--- src/rtl/rv32_multicycle_ctrl_pkg.sv ---
// Shared control definitions for the RV32I multi-cycle controller: opcodes, select
// encodings, trap causes and FSM state encoding.
package rv32_multicycle_ctrl_pkg;

  localparam logic [6:0] OPC_LOAD   = 7'b0000011;
  localparam logic [6:0] OPC_STORE  = 7'b0100011;
  localparam logic [6:0] OPC_AUIPC  = 7'b0010111;
  localparam logic [6:0] OPC_LUI    = 7'b0110111;
  localparam logic [6:0] OPC_BRANCH = 7'b1100011;
  localparam logic [6:0] OPC_OP     = 7'b0110011;
  localparam logic [6:0] OPC_OP_IMM = 7'b0010011;
  localparam logic [6:0] OPC_JAL    = 7'b1101111;
  localparam logic [6:0] OPC_JALR   = 7'b1100111;

  localparam logic [1:0] A_SEL_RS1  = 2'd0;
  localparam logic [1:0] A_SEL_PC   = 2'd1;
  localparam logic [1:0] A_SEL_ZERO = 2'd2;

  localparam logic B_SEL_RS2 = 1'b0;
  localparam logic B_SEL_IMM = 1'b1;

  localparam logic [1:0] WB_SEL_ALU  = 2'd0;
  localparam logic [1:0] WB_SEL_LOAD = 2'd1;
  localparam logic [1:0] WB_SEL_PC4  = 2'd2;

  localparam logic [1:0] PC_SEL_PLUS4  = 2'd0;
  localparam logic [1:0] PC_SEL_BRANCH = 2'd1;
  localparam logic [1:0] PC_SEL_JALR   = 2'd2;

  localparam logic [1:0] CAUSE_NONE       = 2'd0;
  localparam logic [1:0] CAUSE_ILLEGAL    = 2'd1;
  localparam logic [1:0] CAUSE_FETCH_TIME = 2'd2;
  localparam logic [1:0] CAUSE_DATA_TIME  = 2'd3;

  typedef enum logic [2:0] {
    StIdle,
    StFetch,
    StDecode,
    StExec,
    StMem,
    StWb,
    StTrap
  } state_e;

  function automatic logic is_legal_opcode(input logic [6:0] op);
    return op inside {OPC_LOAD, OPC_STORE, OPC_AUIPC, OPC_LUI, OPC_BRANCH,
                      OPC_OP, OPC_OP_IMM, OPC_JAL, OPC_JALR};
  endfunction

endpackage

--- src/rtl/rv32_multicycle_ctrl_mem_watchdog.sv ---
// Memory-wait watchdog: counts consecutive waiting cycles and pulses expired in the
// cycle that would be the TIMEOUT-th wait. TIMEOUT of 0 disables it.
module rv32_multicycle_ctrl_mem_watchdog #(
  parameter int unsigned TIMEOUT_W = 8,
  parameter int unsigned TIMEOUT   = 200
) (
  input  logic clk,
  input  logic rst_n,
  input  logic en,
  output logic expired
);

  localparam logic [TIMEOUT_W-1:0] Limit = TIMEOUT_W'(TIMEOUT - 1);

  logic [TIMEOUT_W-1:0] count_q;

  // Any cycle not spent waiting restarts the count, so FETCH and MEM share it.
  always_ff @(posedge clk) begin
    if (!rst_n) begin
      count_q <= '0;
    end else if (en) begin
      count_q <= count_q + 1'b1;
    end else begin
      count_q <= '0;
    end
  end

  assign expired = (TIMEOUT != 0) && en && (count_q == Limit);

endmodule

--- src/rtl/rv32_multicycle_ctrl.sv ---
// Multi-cycle RV32I control FSM: sequences fetch/decode/execute/memory/writeback,
// counts retired instructions and traps on illegal opcodes or memory timeouts.
module rv32_multicycle_ctrl
  import rv32_multicycle_ctrl_pkg::*;
#(
  parameter int unsigned TIMEOUT_W = 8,
  parameter int unsigned TIMEOUT   = 200,
  parameter int unsigned RETIRE_W  = 32
) (
  input  logic                clk,
  input  logic                rst_n,
  input  logic                run,
  input  logic [6:0]          opcode,
  input  logic                alu_result0,
  output logic                imem_req,
  input  logic                imem_ready,
  output logic                dmem_req,
  output logic                dmem_we,
  input  logic                dmem_ready,
  output logic                ir_we,
  output logic [1:0]          alu_a_sel,
  output logic                alu_b_sel,
  output logic                alu_force_add,
  output logic                reg_we,
  output logic [1:0]          wb_sel,
  output logic                pc_we,
  output logic [1:0]          pc_sel,
  output logic [RETIRE_W-1:0] retired,
  output logic                trap,
  output logic [1:0]          trap_cause
);

  state_e              state_q, state_d;
  logic                take_q, take_d;
  logic [1:0]          cause_q, cause_d;
  logic [RETIRE_W-1:0] retired_q;
  logic                retire;
  logic                wd_en, wd_expired;

  logic is_load, is_store, is_branch;
  assign is_load   = (opcode == OPC_LOAD);
  assign is_store  = (opcode == OPC_STORE);
  assign is_branch = (opcode == OPC_BRANCH);

  // Kept outside the FSM process so the watchdog pulse does not loop back into it.
  assign wd_en = ((state_q == StFetch) && !imem_ready) ||
                 ((state_q == StMem) && !dmem_ready);

  rv32_multicycle_ctrl_mem_watchdog #(
    .TIMEOUT_W(TIMEOUT_W),
    .TIMEOUT  (TIMEOUT)
  ) u_mem_watchdog (
    .clk    (clk),
    .rst_n  (rst_n),
    .en     (wd_en),
    .expired(wd_expired)
  );

  always_ff @(posedge clk) begin
    if (!rst_n) begin
      state_q   <= StIdle;
      take_q    <= 1'b0;
      cause_q   <= CAUSE_NONE;
      retired_q <= '0;
    end else begin
      state_q <= state_d;
      take_q  <= take_d;
      cause_q <= cause_d;
      if (retire) begin
        retired_q <= retired_q + 1'b1;
      end
    end
  end

  // Operand selects are driven in EXEC and held through MEM.
  always_comb begin
    alu_a_sel     = A_SEL_RS1;
    alu_b_sel     = B_SEL_RS2;
    alu_force_add = 1'b0;
    if ((state_q == StExec) || (state_q == StMem)) begin
      case (opcode)
        OPC_OP_IMM, OPC_LOAD, OPC_STORE: alu_b_sel = B_SEL_IMM;
        OPC_AUIPC: begin
          alu_a_sel = A_SEL_PC;
          alu_b_sel = B_SEL_IMM;
        end
        OPC_LUI: begin
          alu_a_sel = A_SEL_ZERO;
          alu_b_sel = B_SEL_IMM;
        end
        OPC_JALR: begin
          alu_b_sel     = B_SEL_IMM;
          alu_force_add = 1'b1;
        end
        OPC_JAL:  alu_force_add = 1'b1;
        default:  ;
      endcase
    end
  end

  always_comb begin
    state_d  = state_q;
    take_d   = take_q;
    cause_d  = cause_q;
    retire   = 1'b0;
    imem_req = 1'b0;
    ir_we    = 1'b0;
    dmem_req = 1'b0;
    dmem_we  = 1'b0;
    reg_we   = 1'b0;
    wb_sel   = WB_SEL_ALU;
    pc_we    = 1'b0;
    pc_sel   = PC_SEL_PLUS4;

    unique case (state_q)
      StIdle: begin
        if (run) state_d = StFetch;
      end
      StFetch: begin
        imem_req = 1'b1;
        if (imem_ready) begin
          ir_we   = 1'b1;
          state_d = StDecode;
        end else if (wd_expired) begin
          state_d = StTrap;
          cause_d = CAUSE_FETCH_TIME;
        end
      end
      StDecode: begin
        if (is_legal_opcode(opcode)) begin
          state_d = StExec;
        end else begin
          state_d = StTrap;
          cause_d = CAUSE_ILLEGAL;
        end
      end
      StExec: begin
        if (is_branch) take_d = alu_result0;
        state_d = (is_load || is_store) ? StMem : StWb;
      end
      StMem: begin
        dmem_req = 1'b1;
        dmem_we  = is_store;
        if (dmem_ready) begin
          if (is_store) begin
            pc_we   = 1'b1;
            retire  = 1'b1;
            state_d = run ? StFetch : StIdle;
          end else begin
            state_d = StWb;
          end
        end else if (wd_expired) begin
          state_d = StTrap;
          cause_d = CAUSE_DATA_TIME;
        end
      end
      StWb: begin
        pc_we  = 1'b1;
        retire = 1'b1;
        reg_we = !is_branch;
        case (opcode)
          OPC_LOAD:           wb_sel = WB_SEL_LOAD;
          OPC_JAL, OPC_JALR:  wb_sel = WB_SEL_PC4;
          default:            wb_sel = WB_SEL_ALU;
        endcase
        case (opcode)
          OPC_BRANCH: pc_sel = take_q ? PC_SEL_BRANCH : PC_SEL_PLUS4;
          OPC_JAL:    pc_sel = PC_SEL_BRANCH;
          OPC_JALR:   pc_sel = PC_SEL_JALR;
          default:    pc_sel = PC_SEL_PLUS4;
        endcase
        state_d = run ? StFetch : StIdle;
      end
      StTrap: ;
      default: state_d = StIdle;
    endcase
  end

  assign retired    = retired_q;
  assign trap       = (state_q == StTrap);
  assign trap_cause = cause_q;

endmodule

--- config.mk ---
export PLATFORM = sky130hd
export DESIGN_NAME = rv32_multicycle_ctrl
export DESIGN_NICKNAME = d
export VERILOG_FILES = /design/src/rtl/rv32_multicycle_ctrl_pkg.sv /design/src/rtl/rv32_multicycle_ctrl_mem_watchdog.sv /design/src/rtl/rv32_multicycle_ctrl.sv
export SDC_FILE = /design/constraint.sdc
export NUM_CORES = 1
export LEC_CHECK = 0
export CAP_MARGIN = 20
export CORE_MARGIN = 10
export CORE_UTILIZATION = 25
export DETAILED_ROUTE_END_ITERATION = 8
export HOLD_SLACK_MARGIN = 0.15
export PLACE_DENSITY = 0.54
export SLEW_MARGIN = 25
export SYNTH_ARGS = -nofsm -noshare
export SYNTH_HDL_FRONTEND = slang
export SYNTH_SLANG_ARGS = --single-unit
--- constraint.sdc ---
create_clock -name clk -period 1.9 [get_ports clk]
set_input_delay 0.38 -clock clk [delete_from_list [all_inputs] [get_ports clk]]
set_output_delay 0.38 -clock clk [all_outputs]
set_load 0.1 [all_outputs]
# After elaboration in Yosys (flattened, before gate mapping)
# Cells that the tools add are included.
# op_classes
add_sub_neg	2
eq_ne	22
n_mux	35
n_bitwise	1
n_reduce_logical	18
# op_table
operator	n
$add A32 B1 Y32 const B	1
$eq A7 B6 Y1 const B	3
$eq A7 B7 Y1 const B	3
$pmux W3 S7	1
$mux W3	6
$mux W2	8
$mux W1	15
$eq A7 B5 Y1 const B	2
$pmux W2 S3	2
$eq A3 B3 Y1 const B	3
$reduce_bool A9 Y1	1
$add A8 B1 Y8 const B	1
$eq A8 B8 Y1 const B	1
$ne A2 B2 Y1 const B	4
$pmux W2 S2	2
$eq A7 B2 Y1 const B	1
$eq A3 B2 Y1 const B	2
$reduce_and A2 Y1	3
$reduce_and A6 Y1	1
$reduce_or A6 Y1	1
$ne A2 B1 Y1 const B	2
$eq A3 B1 Y1 const B	1
$logic_and A1 B1 Y1	3
$logic_not A1 Y1	3
other kinds (6)	8
# totals
reg_bits	46
in_bits	13
elab_cells	83

# Longest topological paths before layout
# depth
word_depth	7
mapped_depth	7

# Hierarchy
# From an unflattened synthesis, not the netlist that was laid out.
# unflattened
cells_unflattened	321
area_unflattened_um2	2635.0
# by_module_without_submodules
mod	instances	cells_each	area_each_um2	seq_area_each_um2
rv32_multicycle_ctrl	1	285	2304.7	760.7
rv32_multicycle_ctrl_mem_watchdog	1	36	330.3	160.2

# Worst setup path after synthesis
# No wires, ideal clock.
# synth_path
path_kind	reg2out
startpoint	reg state_q[2]
endpoint	out alu_a_sel[1]
arrival_time_ns	5.053
slack_ns	-3.533
stages_incl_launch_ff	6
n_path_buf	1
cell_sequence	dfxtp_1 clkbuf_1 nor2b_1 and2_1 nor2_1 nor4b_1
# synth_between
elab_chain_cells	3
# synth_rtl
item	line	text
start, declared	rv32_multicycle_ctrl.sv:33	state_e state_q, state_d;
start signal, assigned	rv32_multicycle_ctrl.sv:61	state_q <= StIdle;
start signal, assigned	rv32_multicycle_ctrl.sv:66	state_q <= state_d;
$eq A3 B2 Y1 or $eq A3 B3 Y1 (tied branches)	rv32_multicycle_ctrl.sv:80	if ((state_q == StExec) || (state_q == StMem)) begin
$logic_or A1 B1 Y1 *	rv32_multicycle_ctrl.sv:80	
$mux W2 *	rv32_multicycle_ctrl.sv:80	
end, declared	rv32_multicycle_ctrl.sv:21	output logic [1:0] alu_a_sel,
# Mark *: on every way between the ends. The rest lies on a longest branch, timed or not.

# Final worst setup path
# layout_path
startpoint	reg state_q[0]
endpoint	out alu_force_add
# layout_between
elab_chain_cells	3
# layout_rtl
item	line	text
$eq A3 B2 Y1 or $eq A3 B3 Y1 (tied branches)	rv32_multicycle_ctrl.sv:80	
$logic_or A1 B1 Y1 *	rv32_multicycle_ctrl.sv:80	
$mux W1 *	rv32_multicycle_ctrl.sv:80	
end, declared	rv32_multicycle_ctrl.sv:23	output logic alu_force_add,
# Marks and branches as above.

==> results.sh <==
export IMPL_outcome="finished with violations"
export IMPL_violations="negative setup slack"
export IMPL_drc=0
export IMPL_final_cell_mix="buf_4, buf_12, nand2_1"
export IMPL_power_total_mw=2.34
export IMPL_layout_drive_gt1_share_pct=51.8
export IMPL_synthFlopType="dfxtp_1"
export IMPL_crit_path_end="alu_force_add"
export IMPL_power_density_nw_per_um2=477
export IMPL_seq_area_um2=998
export IMPL_hold_viol_final=0
export IMPL_synth_avg_cell_area_um2=8.24
export IMPL_cp_arrival_ns=1.60
export IMPL_crit_path_end_kind="output pin"
export IMPL_r2r_cells=8
export IMPL_crit_required_ns=1.52
export IMPL_insertion_delay_ns=0.31
export IMPL_ys_warn_count=0
export IMPL_final_cell_area_um2=4900
export IMPL_maxSlewViolCount=0
export IMPL_n_antenna_cell=0
export IMPL_fin_crit_sh_pct=104
export IMPL_max_freq_mhz=504
export IMPL_cts_hold_fix_buffers=0
export IMPL_cts_root_buf="clkbuf_8"
export IMPL_max_cap_violations=0
export IMPL_drt_iter0_markers=158
export IMPL_syn_area_um2=2610
export IMPL_numCtsBuffers=5
export IMPL_fin_skew_ns=0.0159
export IMPL_tritoncts="done"
export IMPL_yosysSeqAreaShare_pct=35.3
export IMPL_path_clk_slew_ns=0.09
export IMPL_synthCells=317
export IMPL_grt_max_degree=26
export IMPL_criticalPathCategory="flip-flop to output pin"
export IMPL_synth_nets=332
export IMPL_final_antenna_net_count=0
export IMPL_final_util_pct=47.9
export IMPL_place_inst=534
export IMPL_hold_path_class="flip-flop to flip-flop"
export IMPL_fin_cells=572
export IMPL_gp_congestion=0.830
export IMPL_htreeDepth=2
export IMPL_synth_async_reset_ratio_pct=0
export IMPL_ioPinCount=62
export IMPL_r2r_end="retired[20]$_SDFFE_PN0P_"
export IMPL_die_height_um=122
export IMPL_first_pass_iters=4
export IMPL_multi_input_area_um2=1970
export IMPL_ff2ff_setup_slack_ns=-0.08
export IMPL_grt_pass1_wl_mm=14.2
export IMPL_timing_setup_tns_ns=-0.727
export IMPL_post_route_min_period_ns=1.98
export IMPL_relSlewSlack_pct=76.6
export IMPL_setup_viol=17
export IMPL_final_nets=450
export IMPL_synth_distinct_cells=51
export IMPL_antenna_found_initial=0
export IMPL_grt_pass1_vias=2817
export IMPL_core_area_um2=10200
export IMPL_placed_area_um2=4270
export IMPL_wl_per_cell_um=14.9
export IMPL_irDropWorstVdd_v=0.000300
export IMPL_track_usage_pct=11.4
export IMPL_r2r_start="state_q[2]$_SDFFE_PN0P_"
export IMPL_vias_per_cell=5.12
export IMPL_num_rows=37
export IMPL_die_x_um=122
export IMPL_die_area_um2=14900
export IMPL_cts_sinks=46
export IMPL_drt_total_wl_mm=8.55
export IMPL_dp_hpwl_mm=6.07
export IMPL_tightest_slew_ns=0.350
export IMPL_vias=2929
export IMPL_worstSetupStartpointType="flip-flop"
export IMPL_synth_seq_cells=46
export IMPL_startpoint="state_q[0]$_SDFFE_PN0P_"
export IMPL_start_util_pct=25.5
export IMPL_grt_overflow=0
export IMPL_grt_setup_unrepaired="yes"
export IMPL_nFillCells=972
export IMPL_crit_fanout=7
export IMPL_io_buffers=61
export IMPL_area_growth_pct=87.7
export IMPL_setup_ws_ns=-0.0824
export IMPL_clock_path_buffers=2
export IMPL_synth_edff_count=0
export IMPL_final_common_cell="buf_4"
export IMPL_p_leak_nw=1.80
==> state kept, by name (all words and copies together), names as in the netlist <==
register and count:
take_q 1, retired 32, trap_cause 2, u_mem_watchdog.count_q 8, state_q 3
==> metrics by stage <==
step	hold slack [ns]	setup slack, ns
floorplan	0.413	-0.715
global placement	0.427	-0.424
detailed placement	0.437	-0.475
CTS	0.449	-0.223
global route	0.470	-0.167
finish	0.443	-0.0824
==> cell families after synthesis <==
group           share of synthesized area, %
simple gates                            36.4
flops                                   35.3
compound gates                          17.6
fa+ha+maj                              0.958
mux                                     3.45
buf+inv                                 4.31
xor+xnor                                2.01
==> final cells by class <==
cell class	instances	area share [%]
multi-input combinational	246	40.2
clock buffer	6	1.68
tap	136	3.47
inverter	9	0.791
clock inverter	2	1.23
timing repair buffer	127	32.2
sequential	46	20.4
==> per-layer routing <==
metal,share of wire [%],track usage (%)
met4,0.80,2.65
met1,46,14.6
met2,49,18.5
met3,4.8,3.15
met5,0,0
==> synth_stat cells (3+ instances only) <==
master     n  area [µm²]
inv_1      8        30.0
or3_1      4        25.0
nor3_1     7        35.0
o31ai_1   18         135
dfxtp_1   46         921
and2_1     5        31.3
nand4_1    7        43.8
nor2_1    19        71.3
nor4_1    12        75.1
or3b_2     3        26.3
or4_1     18         135
clkbuf_1  11        41.3
nand2b_1  12        75.1
and4_1     5        43.8
nand3b_1   5        37.5
o21ai_0    6        30.0
mux2i_1    9        90.1
nand3_1   18        90.1
and3_1     9        56.3
a21oi_1   26         130
xor2_1     4        35.0
buf_2      3        15.0
nand2_1   25        93.8
==> worst min path at each step <==
stage | startpoint | end | slack [ns] | cells past startpoint
after global routing | u_mem_watchdog.count_q[0]$_SDFF_PN0_ | u_mem_watchdog.count_q[0]$_SDFF_PN0_ | 0.47 | 1
final | u_mem_watchdog.count_q[0]$_SDFF_PN0_ | u_mem_watchdog.count_q[0]$_SDFF_PN0_ | 0.44 | 1
after global placement | u_mem_watchdog.count_q[0]$_SDFF_PN0_ | u_mem_watchdog.count_q[0]$_SDFF_PN0_ | 0.43 | 1
after CTS | u_mem_watchdog.count_q[0]$_SDFF_PN0_ | u_mem_watchdog.count_q[0]$_SDFF_PN0_ | 0.45 | 1
after detailed placement | u_mem_watchdog.count_q[0]$_SDFF_PN0_ | u_mem_watchdog.count_q[0]$_SDFF_PN0_ | 0.44 | 1
after floorplan | u_mem_watchdog.count_q[0]$_SDFF_PN0_ | u_mem_watchdog.count_q[0]$_SDFF_PN0_ | 0.41 | 1
==> critical path, cell delays in order (launching register included) <==
cell	delay (ns)
dfxtp_4	0.41
inv_4	0.06
nor3_4	0.22
nor2_4	0.07
buf_12	0.13
buf_6	0.11
nor2_4	0.11
buf_12	0.18
==> timing repair <==
item / CTS / global route
setup endpoints to repair: 36 / 35
resized for setup: 50 / 55
pin swaps: 25 / 28
cloned: 1 / 1
setup buffers: 21 / 8
endpoints found under the hold margin: 0 / 0
==> power by group <==
group / internal [mW] / switching [mW]
clock: 0.561 / 0.351
sequential: 0.952 / 0.0140
combinational: 0.204 / 0.256
total: 1.72 / 0.621
No activity file was read; power rests on OpenSTA's default activity.
